## src/rtl/lock_pkg.sv

```systemverilog
// Shared types for the keypad lock: FSM state encoding, strobe decode and status colours.
// Pure declarations; no latency or flow control of its own.
package lock_pkg;

    typedef enum logic [2:0] {
        LOCKED   = 3'd0,
        FAIL     = 3'd1,
        LOCKOUT  = 3'd2,
        UNLOCKED = 3'd3,
        PROGRAM  = 3'd4
    } lock_state_e;

    // Only one strobe is acted on per cycle; the rest are dropped.
    typedef enum logic [2:0] {
        EV_NONE,
        EV_KEY,
        EV_PROG,
        EV_ENTER,
        EV_CLEAR
    } strobe_e;

    localparam logic [2:0] RGB_OFF      = 3'b000;
    localparam logic [2:0] RGB_LOCKOUT  = 3'b100;
    localparam logic [2:0] RGB_UNLOCKED = 3'b010;
    localparam logic [2:0] RGB_PROGRAM  = 3'b001;
    localparam logic [2:0] RGB_FAIL     = 3'b110;

    function automatic strobe_e pick_strobe(input logic clear, input logic enter,
                                            input logic prog, input logic key_valid);
        if (clear)          return EV_CLEAR;
        else if (enter)     return EV_ENTER;
        else if (prog)      return EV_PROG;
        else if (key_valid) return EV_KEY;
        else                return EV_NONE;
    endfunction

    function automatic logic [2:0] state_rgb(input lock_state_e s);
        case (s)
            LOCKOUT:  return RGB_LOCKOUT;
            UNLOCKED: return RGB_UNLOCKED;
            PROGRAM:  return RGB_PROGRAM;
            FAIL:     return RGB_FAIL;
            default:  return RGB_OFF;
        endcase
    endfunction

endpackage

```

## src/rtl/lock_tick_timer.sv

```systemverilog
// Counts timebase ticks since the last clear and flags the tick that reaches the limit.
// done is combinational on the tick that completes the count; clear takes effect next cycle.
// No backpressure: ticks arriving while clear is held are not counted.
module lock_tick_timer #(
    parameter int W = 8
) (
    input  logic         clk,
    input  logic         rst,
    input  logic         tick,
    input  logic         clr,
    input  logic [W-1:0] limit,
    output logic         done
);

    logic [W-1:0] cnt_q;

    always_ff @(posedge clk) begin
        if (!rst) begin
            cnt_q <= '0;
        end else if (clr) begin
            cnt_q <= '0;
        end else if (tick) begin
            cnt_q <= cnt_q + W'(1);
        end
    end

    // done does not look at clr so the FSM can derive clr from its next state without a loop.
    assign done = tick && (cnt_q == limit - W'(1));

endmodule

```

## src/rtl/lock_entry_sequencer.sv

```systemverilog
// Keypad code entry, password compare, attempt/lockout/auto-relock policy and password reprogram.
// All outputs registered: one cycle from sampled strobe to visible effect.
// No backpressure: strobes are single-cycle, lower-priority ones in the same cycle are dropped.
module lock_entry_sequencer
    import lock_pkg::*;
#(
    parameter int               CODE_DIGITS   = 4,
    parameter int               MAX_ATTEMPTS  = 3,
    parameter int               LOCKOUT_TICKS = 250,
    parameter int               UNLOCK_TICKS  = 125,
    parameter logic [4*CODE_DIGITS-1:0] DEFAULT_CODE = 16'h1234
) (
    input  logic                     clk,
    input  logic                     rst,
    input  logic                     tick_in,
    input  logic                     key_valid,
    input  logic [3:0]               key_value,
    input  logic                     enter,
    input  logic                     clear,
    input  logic                     prog,
    output logic [4*CODE_DIGITS-1:0] entry_digits,
    output logic [2:0]               digit_count,
    output logic [1:0]               attempts_left,
    output logic [2:0]               state_o,
    output logic                     unlocked,
    output logic [2:0]               rgb
);

    localparam int CW = 4 * CODE_DIGITS;
    localparam int TMAX = (LOCKOUT_TICKS > UNLOCK_TICKS) ? LOCKOUT_TICKS : UNLOCK_TICKS;
    localparam int TW = $clog2(TMAX + 1);

    lock_state_e     state_q, state_n;
    logic [CW-1:0]   buf_q, buf_n;
    logic [CW-1:0]   pw_q, pw_n;
    logic [2:0]      cnt_q, cnt_n;
    logic [1:0]      att_q, att_n;
    logic [2:0]      rgb_q, rgb_n;
    logic            unl_q, unl_n;
    strobe_e         ev;
    logic            tmr_clr;
    logic            tmr_done;
    logic [TW-1:0]   tmr_limit;
    logic            buf_full;

    assign ev       = pick_strobe(clear, enter, prog, key_valid);
    assign buf_full = (cnt_q == 3'(CODE_DIGITS));

    // One counter serves both lockout and idle-relock; it is held clear in every other state.
    assign tmr_limit = (state_q == LOCKOUT) ? TW'(LOCKOUT_TICKS) : TW'(UNLOCK_TICKS);
    assign tmr_clr   = (state_n != state_q)
                    || !((state_q == LOCKOUT) || (state_q == UNLOCKED))
                    || ((state_q == UNLOCKED) && (ev != EV_NONE));

    lock_tick_timer #(.W(TW)) u_timer (
        .clk   (clk),
        .rst   (rst),
        .tick  (tick_in),
        .clr   (tmr_clr),
        .limit (tmr_limit),
        .done  (tmr_done)
    );

    always_ff @(posedge clk) begin
        if (!rst) begin
            state_q <= LOCKED;
            buf_q   <= '0;
            pw_q    <= DEFAULT_CODE;
            cnt_q   <= '0;
            att_q   <= 2'(MAX_ATTEMPTS);
            rgb_q   <= RGB_OFF;
            unl_q   <= 1'b0;
        end else begin
            state_q <= state_n;
            buf_q   <= buf_n;
            pw_q    <= pw_n;
            cnt_q   <= cnt_n;
            att_q   <= att_n;
            rgb_q   <= rgb_n;
            unl_q   <= unl_n;
        end
    end

    always_comb begin
        state_n = state_q;
        buf_n   = buf_q;
        pw_n    = pw_q;
        cnt_n   = cnt_q;
        att_n   = att_q;
        case (state_q)
            LOCKED: begin
                case (ev)
                    EV_CLEAR: begin
                        buf_n = '0;
                        cnt_n = '0;
                    end
                    EV_ENTER: begin
                        if (buf_full) begin
                            buf_n = '0;
                            cnt_n = '0;
                            if (buf_q == pw_q) begin
                                state_n = UNLOCKED;
                                att_n   = 2'(MAX_ATTEMPTS);
                            end else if (att_q == 2'd1) begin
                                state_n = LOCKOUT;
                                att_n   = '0;
                            end else begin
                                state_n = FAIL;
                                att_n   = att_q - 2'd1;
                            end
                        end
                    end
                    EV_KEY: begin
                        if (!buf_full) begin
                            buf_n = {buf_q[CW-5:0], key_value};
                            cnt_n = cnt_q + 3'd1;
                        end
                    end
                    default: ;
                endcase
            end
            FAIL: begin
                if (tick_in) state_n = LOCKED;
            end
            LOCKOUT: begin
                if (tmr_done) begin
                    state_n = LOCKED;
                    att_n   = 2'(MAX_ATTEMPTS);
                end
            end
            UNLOCKED: begin
                case (ev)
                    EV_ENTER: state_n = LOCKED;
                    EV_PROG: begin
                        state_n = PROGRAM;
                        buf_n   = '0;
                        cnt_n   = '0;
                    end
                    EV_NONE: begin
                        if (tmr_done) state_n = LOCKED;
                    end
                    default: ;
                endcase
            end
            PROGRAM: begin
                case (ev)
                    EV_CLEAR: begin
                        state_n = UNLOCKED;
                        buf_n   = '0;
                        cnt_n   = '0;
                    end
                    EV_ENTER: begin
                        if (buf_full) begin
                            state_n = UNLOCKED;
                            pw_n    = buf_q;
                            buf_n   = '0;
                            cnt_n   = '0;
                        end
                    end
                    EV_KEY: begin
                        if (!buf_full) begin
                            buf_n = {buf_q[CW-5:0], key_value};
                            cnt_n = cnt_q + 3'd1;
                        end
                    end
                    default: ;
                endcase
            end
            default: state_n = LOCKED;
        endcase
    end

    // Status outputs are decoded from the next state so they register alongside it.
    always_comb begin
        rgb_n = state_rgb(state_n);
        unl_n = (state_n == UNLOCKED) || (state_n == PROGRAM);
    end

    assign entry_digits  = buf_q;
    assign digit_count   = cnt_q;
    assign attempts_left = att_q;
    assign state_o       = state_q;
    assign unlocked      = unl_q;
    assign rgb           = rgb_q;

endmodule

```

## config.mk

```make
export PLATFORM = sky130hd
export DESIGN_NAME = lock_entry_sequencer
export DESIGN_NICKNAME = d
export VERILOG_FILES = /design/src/rtl/lock_pkg.sv /design/src/rtl/lock_tick_timer.sv /design/src/rtl/lock_entry_sequencer.sv
export SDC_FILE = /design/constraint.sdc
export NUM_CORES = 1
export LEC_CHECK = 0
export CORE_MARGIN = 1.5
export CORE_UTILIZATION = 58
export CTS_CLUSTER_DIAMETER = 100
export CTS_CLUSTER_SIZE = 28
export DETAILED_ROUTE_END_ITERATION = 6
export PLACE_DENSITY_LB_ADDON = 0.1
export SLEW_MARGIN = 20
export SYNTH_ARGS = -nofsm -noshare
export SYNTH_HDL_FRONTEND = slang
export SYNTH_SLANG_ARGS = --single-unit
```

## constraint.sdc

```tcl
create_clock -name clk -period 5.76 [get_ports clk]
set_input_delay 1.152 -clock clk [delete_from_list [all_inputs] [get_ports clk]]
set_output_delay 1.152 -clock clk [all_outputs]
set_load 0.1 [all_outputs]
```

==> metrics.cfg <==
[clock_network]
cts_buffer_depth = 2
cts_tree = done
clkLatencyLatePin_ns = 0.31
ctsResizeCount = 0
clockRootBuffer = clkbuf_8
htree_num_levels = 2
cts_hold_buf = 0
clkSinkCount = 52
clk_pin_slew_ns = 0.09
cts_buffers = 5
cts_setup_buffers = 0

[power]
power.switching_w = 0.0001604
power.share.switching = 0.2386
total_leakage_power_nw = 1.053
pwr_density_cell_nw_per_um2 = 221.7
irDropWorstVdd_uv = 158.5
total_power_w = 0.0006721
seq_power_share = 0.542
internal_power_w = 0.0005117
combPwrFrac = 0.087
clkPwrFrac = 0.372

[global_routing]
grt_pass1_vias = 1787
grt_max_degree = 29
antenna_found_initial = 0
grt_usage = 0.2115
grt_pass1_wl_um = 8231
grt_overflow_total = 0

[die]
coreArea_um2 = 4115
die-area_um2 = 4787
rows = 23
start_util = 0.6175
dieWidth_um = 69.19
ios = 39
fp.dieH_um = 69.19

[setup_path]
critical_path_required_ns = 4.61
reg2reg_to = entry_digits[12]
path_cells = clkdlybuf4s50_1
path_max_fanout = 8
slowest_stage = clkdlybuf4s50_1
rr_startpoint = digit_count[0]
startpoint_type = flip-flop
reg2regPathDepth = 7
endpoint_kind = primary output
slowest_delay_ns = 1.22
rrSetupSlack_ns = 3.45
criticalPathCategory = reg -> out
arrival_ns = 2.12
cp-endpoint = state_o[2]
cp_num_cells = 1
cp_top_family = buffers and inverters
path_buf_inv = 1
startpoint = state_o[2]

[sta]
setup_tns_ns = 0
worstMarginPinSlew_ns = 0.9968
finalCritPeriodShare = 0.5679
finalWorstSetupSlack_ns = 2.489
slew_headroom = 0.3333
setup_violations = 0
finClkSkew_ns = 0.007130
report.final.slew_viol_count = 0
rsz0062_at_grt = no
hold_violations = 0
fmax_mhz = 305.7
period_needed_ns = 3.271
whs_ns = 0.5058

[status]
outcome = complete, no violations

[synthesis]
synth_edf_count = 0
synth_area_leader_cell = dfxtp_1
synth.net_count = 270
netlist.area_leader.share = 0.4097
ys.flop_type = dfxtp_1
synth_area_leaders = dfxtp_1 41%, mux2i_1 14%, xnor2_1 7.2%
ys_types = 52
async_flop_share = 0
syn-cell-area_um2 = 2541
yosysSeqAreaShare = 0.4097
avgSynthCellArea_um2 = 9.965
ys_warn_count = 0
synth_cells = 255
ys_seq_elements = 52

[routing]
ant_nets = 0
vias_per_cell = 5.471
drc = 0
wl_um = 4992
num_vias = 1871
drtIter0Drc = 109
wl_per_cell_um = 14.60
firstDrtPassIters = 4

[cells_and_area]
drive_above_1_share = 0.1199
nets = 306
num_antenna_cells = 0
n_fill_cell = 314
fin_util = 0.7367
synthToLayoutAreaGrowth_pct = 19.30

[placed_design]
dpl.hpwl_um = 3502
post-place-ws_ns = 2.359
place.gp.congestion = 0.8416
port_buffers = 38

[hold_path]
hold_class = reg -> reg

[job]
cap_violations = 0

-- flip-flops by register name (all words and copies together), names as in the netlist --
signal         cells
entry_digits      16
pw_q              16
u_timer.cnt_q      8
digit_count        3
rgb                3
state_o            3
attempts_left      2
unlocked           1
-- placed cells by master, fill, tap and decap left out, types with 5 or more instances in the layout --
cell type         n
xnor2_1          21
mux2i_1          35
nor2_2           11
clkbuf_8          5
dfxtp_1          52
nand4_1           8
nor2b_1          13
a21boi_0          5
inv_1             5
clkdlybuf4s50_1  38
nand2_1          15
nor2_1           26
-- worst register-to-register path, stage by stage (launching register included) --
cell and delay, ns:
dfxtp_1 0.36, inv_1 0.08, ha_1 0.24, a211oi_1 0.25, a21boi_1 0.11, o21a_1 0.39, o21ai_4 0.61, nor2_1 0.14
-- worst min path at each step --
stage | from | slack [ns] | end | depth (start not counted)
floorplan | pw_q[12] | 0.46 | pw_q[12] | 2
global placement | pw_q[9] | 0.48 | pw_q[9] | 2
detailed placement | pw_q[4] | 0.48 | pw_q[4] | 2
CTS | pw_q[4] | 0.50 | pw_q[4] | 2
global route | pw_q[4] | 0.53 | pw_q[4] | 2
finish | pw_q[4] | 0.51 | pw_q[4] | 2
-- synthesized netlist by cell type (all sizes together), types with 4 or more instances --
library cell	number
a21boi	6
o21ai	8
inv	6
buf	8
mux2i	35
dfxtp	52
xnor2	21
nand4	9
ha	4
nor2b	14
nor2	37
nand2	16
-- metal layers --
layer	vias up	track usage	part of all wire
li1	942	-	-
met1	891	0.2793	0.49
met2	32	0.3483	0.47
met3	6	0.04360	0.028
met4	0	0.06536	0.011
met5	-	0	0
-- per-stage QoR --
step | instance area [um2] | std cells
after floorplan | 2541 | 255
after global placement | 2924 | 334
after detailed placement | 2924 | 334
after CTS | 3032 | 342
after global routing | 3032 | 342
final | 3032 | 342
-- cell families after synthesis --
family          after synthesis  share of synthesized area
compound gates               26                    0.08667
xor+xnor                     24                    0.08272
fa+ha+maj                     4                    0.01970
buf+inv                      16                    0.03545
flops                        52                     0.4097
mux                          35                     0.1379
simple gates                 98                     0.2280
-- power groups by stage --
stage	clock network (W)	registers, W	logic [W]
3_5_place_dp	0	0.000373	0.0000580
6_report	0.000250	0.000364	0.0000582
2_1_floorplan	0	0.000388	0.0000283
4_1_cts	0.000253	0.000364	0.0000582
5_1_grt	0.000265	0.000365	0.0000613
3_3_place_gp	0	0.000373	0.0000578
-- area by class of cell --
cell class,instances,area (um2),area share
clock buffers,6,72.57,0.02394
clock inverters,2,35.03,0.01156
inverters,6,22.52,0.007429
multi-input cells,187,1410,0.4651
flip-flops and latches,52,1041,0.3434
well taps,50,62.56,0.02064
repair buffers,39,387.9,0.1279
No activity file was read; power rests on OpenSTA's default activity.
==> edit: new RTL, config.mk and constraints unchanged <==
`CODE_DIGITS`: 4 -> 8.
--- a/src/rtl/lock_entry_sequencer.sv
+++ b/src/rtl/lock_entry_sequencer.sv
@@ -4,7 +4,7 @@
 module lock_entry_sequencer
     import lock_pkg::*;
 #(
-    parameter int               CODE_DIGITS   = 4,
+    parameter int               CODE_DIGITS   = 8,
     parameter int               MAX_ATTEMPTS  = 3,
     parameter int               LOCKOUT_TICKS = 250,
     parameter int               UNLOCK_TICKS  = 125,
Interface: changed (resized entry_digits); port bits go from 39 to 55. No check against the original RTL was run, so the function may have changed too.
==> edit against the original RTL <==
  * Global-route usage rose by 3.9 points
  * Worst setup slack improved by 24 ps
  * Total power rose by 67%
  * Utilization rose by 0.11 points
  * Clock power rose by 61%
  * Largest power group unchanged
  * Routed wire length rose by 71%
  * Sequential cell count rose by 32
  * Largest cell class unchanged
  * Die area rose by 43%
  * Design area rose by 47%
  * Critical path depth did not move
  * Area after synthesis rose by 46%
==> edit: results <==
export IMPL_status="finished, final reports clean"
export IMPL_grtUsageTotal_pct=25.1
export IMPL_max_cap_viol_count=0
export IMPL_avgSynthCellArea_um2=8.34
export IMPL_stdcell_count=570
export IMPL_nNetsFinal=505
export IMPL_fillers=481
export IMPL_clockBufferDepth=2
export IMPL_io_buffers=54
export IMPL_drive_gt1_share_pct=6.06
export IMPL_grt_pass1_vias=2919
export IMPL_ys_async_sr_fraction_pct=0
export IMPL_synthTopCellsByCount="nand2_1 (135), dfxtp_1 (84), a21oi_1 (41)"
export IMPL_vdd_drop_max_mv=0.231
export IMPL_clock_tree_root_cell="clkbuf_8"
export IMPL_yosys_top_cells_area="dfxtp_1 (45%), nand2_1 (14%), xnor2_1 (8.5%)"
export IMPL_cp_data_arrival_time_ps=2090
export IMPL_yosysWarnings=0
export IMPL_clock_latency_ps=350
export IMPL_total_leakage_power_nw=1.46
export IMPL_n_antenna_cell=0
export IMPL_h_tree_depth=3
export IMPL_gp_congestion=0.866
export IMPL_synth_fp_nets=459
export IMPL_place_inst=554
export IMPL_drt_total_wl_um=8540
export IMPL_first_pass_iters=4
export IMPL_grt_pass1_wl_um=14100
export IMPL_max_stage_delay_ps=1200
export IMPL_synth_cell_types=47
export IMPL_path_delay_family="buffers and inverters"
export IMPL_muxShareOfSynthArea_pct=0.541
export IMPL_setup_tns_ps=0
export IMPL_synthXorXnorAreaFrac_pct=9.47
export IMPL_hpwl_um=5630
export IMPL_yosysSeqAreaShare_pct=45.4
export IMPL_worstHoldPathType="flip-flop to flip-flop"
export IMPL_grt_max_degree=41
export IMPL_worstPathMaxFanout=8
export IMPL_finClkSkew_ps=10.8
export IMPL_vias=3199
export IMPL_cp_slowest_cell="clkdlybuf4s50_1"
export IMPL_power_internal_w=0.000812
export IMPL_dpl_cell_area_um2=4250
export IMPL_synth_compound_area_share_pct=15.2
export IMPL_pre_cts_ws_ps=2320
export IMPL_synth_adder_area_share_pct=1.35
export IMPL_numCtsBuffers=9
export IMPL_max_slew_margin_pct=32.8
export IMPL_first_iter_violations=197
==> edit: final timing paths <==
| kind | to | slack [ps] | startpoint | cells after the start |
|---|---|---|---|---|
| worst min register to register | pw_q[15]$_SDFFE_PN0P_ | 470 | pw_q[15]$_SDFFE_PN0P_ | 2 |
| worst min-delay path | pw_q[15]$_SDFFE_PN0P_ | 470 | pw_q[15]$_SDFFE_PN0P_ | 2 |
| worst max-delay path | state_o[0] | 2510 | state_o[0]$_SDFF_PN0_ | 1 |
| worst max register to register | u_timer.cnt_q[6]$_SDFFE_PP0P_ | 3610 | digit_count[0]$_SDFFE_PN0P_ | 6 |
==> edit: layout make-up <==
type	instances	area, µm²	area share, %
Tap cell	75	93.8	2.11
Clock buffer	12	165	3.72
Sequential cell	84	1680	37.8
Multi-Input combinational cell	328	1860	41.9
Timing Repair Buffer	59	578	13.0
Clock inverter	4	32.5	0.732
Inverter	8	30.0	0.675
==> edit: logic make-up after synthesis <==
family,Yosys count
fa+ha+maj,4
compound gates,85
buf+inv,32
xor+xnor,40
flops,84
mux,2
simple gates,197
==> edit: layer usage <==
metal  routed length, µm  GRT usage (%)  vias to the layer above
met5                   0              0                        -
met4                 143           6.52                        0
met1                3940           34.3                     1503
li1                    -              -                     1577
met2                3980           39.4                      100
met3                 479           6.86                       19
==> edit: power by group through the flow <==
stage	Combinational (W)	Clock, W	Sequential [W]
CTS	0.000124	0.000409	0.000593
global route	0.000132	0.000432	0.000594
detailed placement	0.000123	0	0.000606
finish	0.000125	0.000402	0.000593
floorplan	0.0000563	0	0.000644
global placement	0.000122	0	0.000606
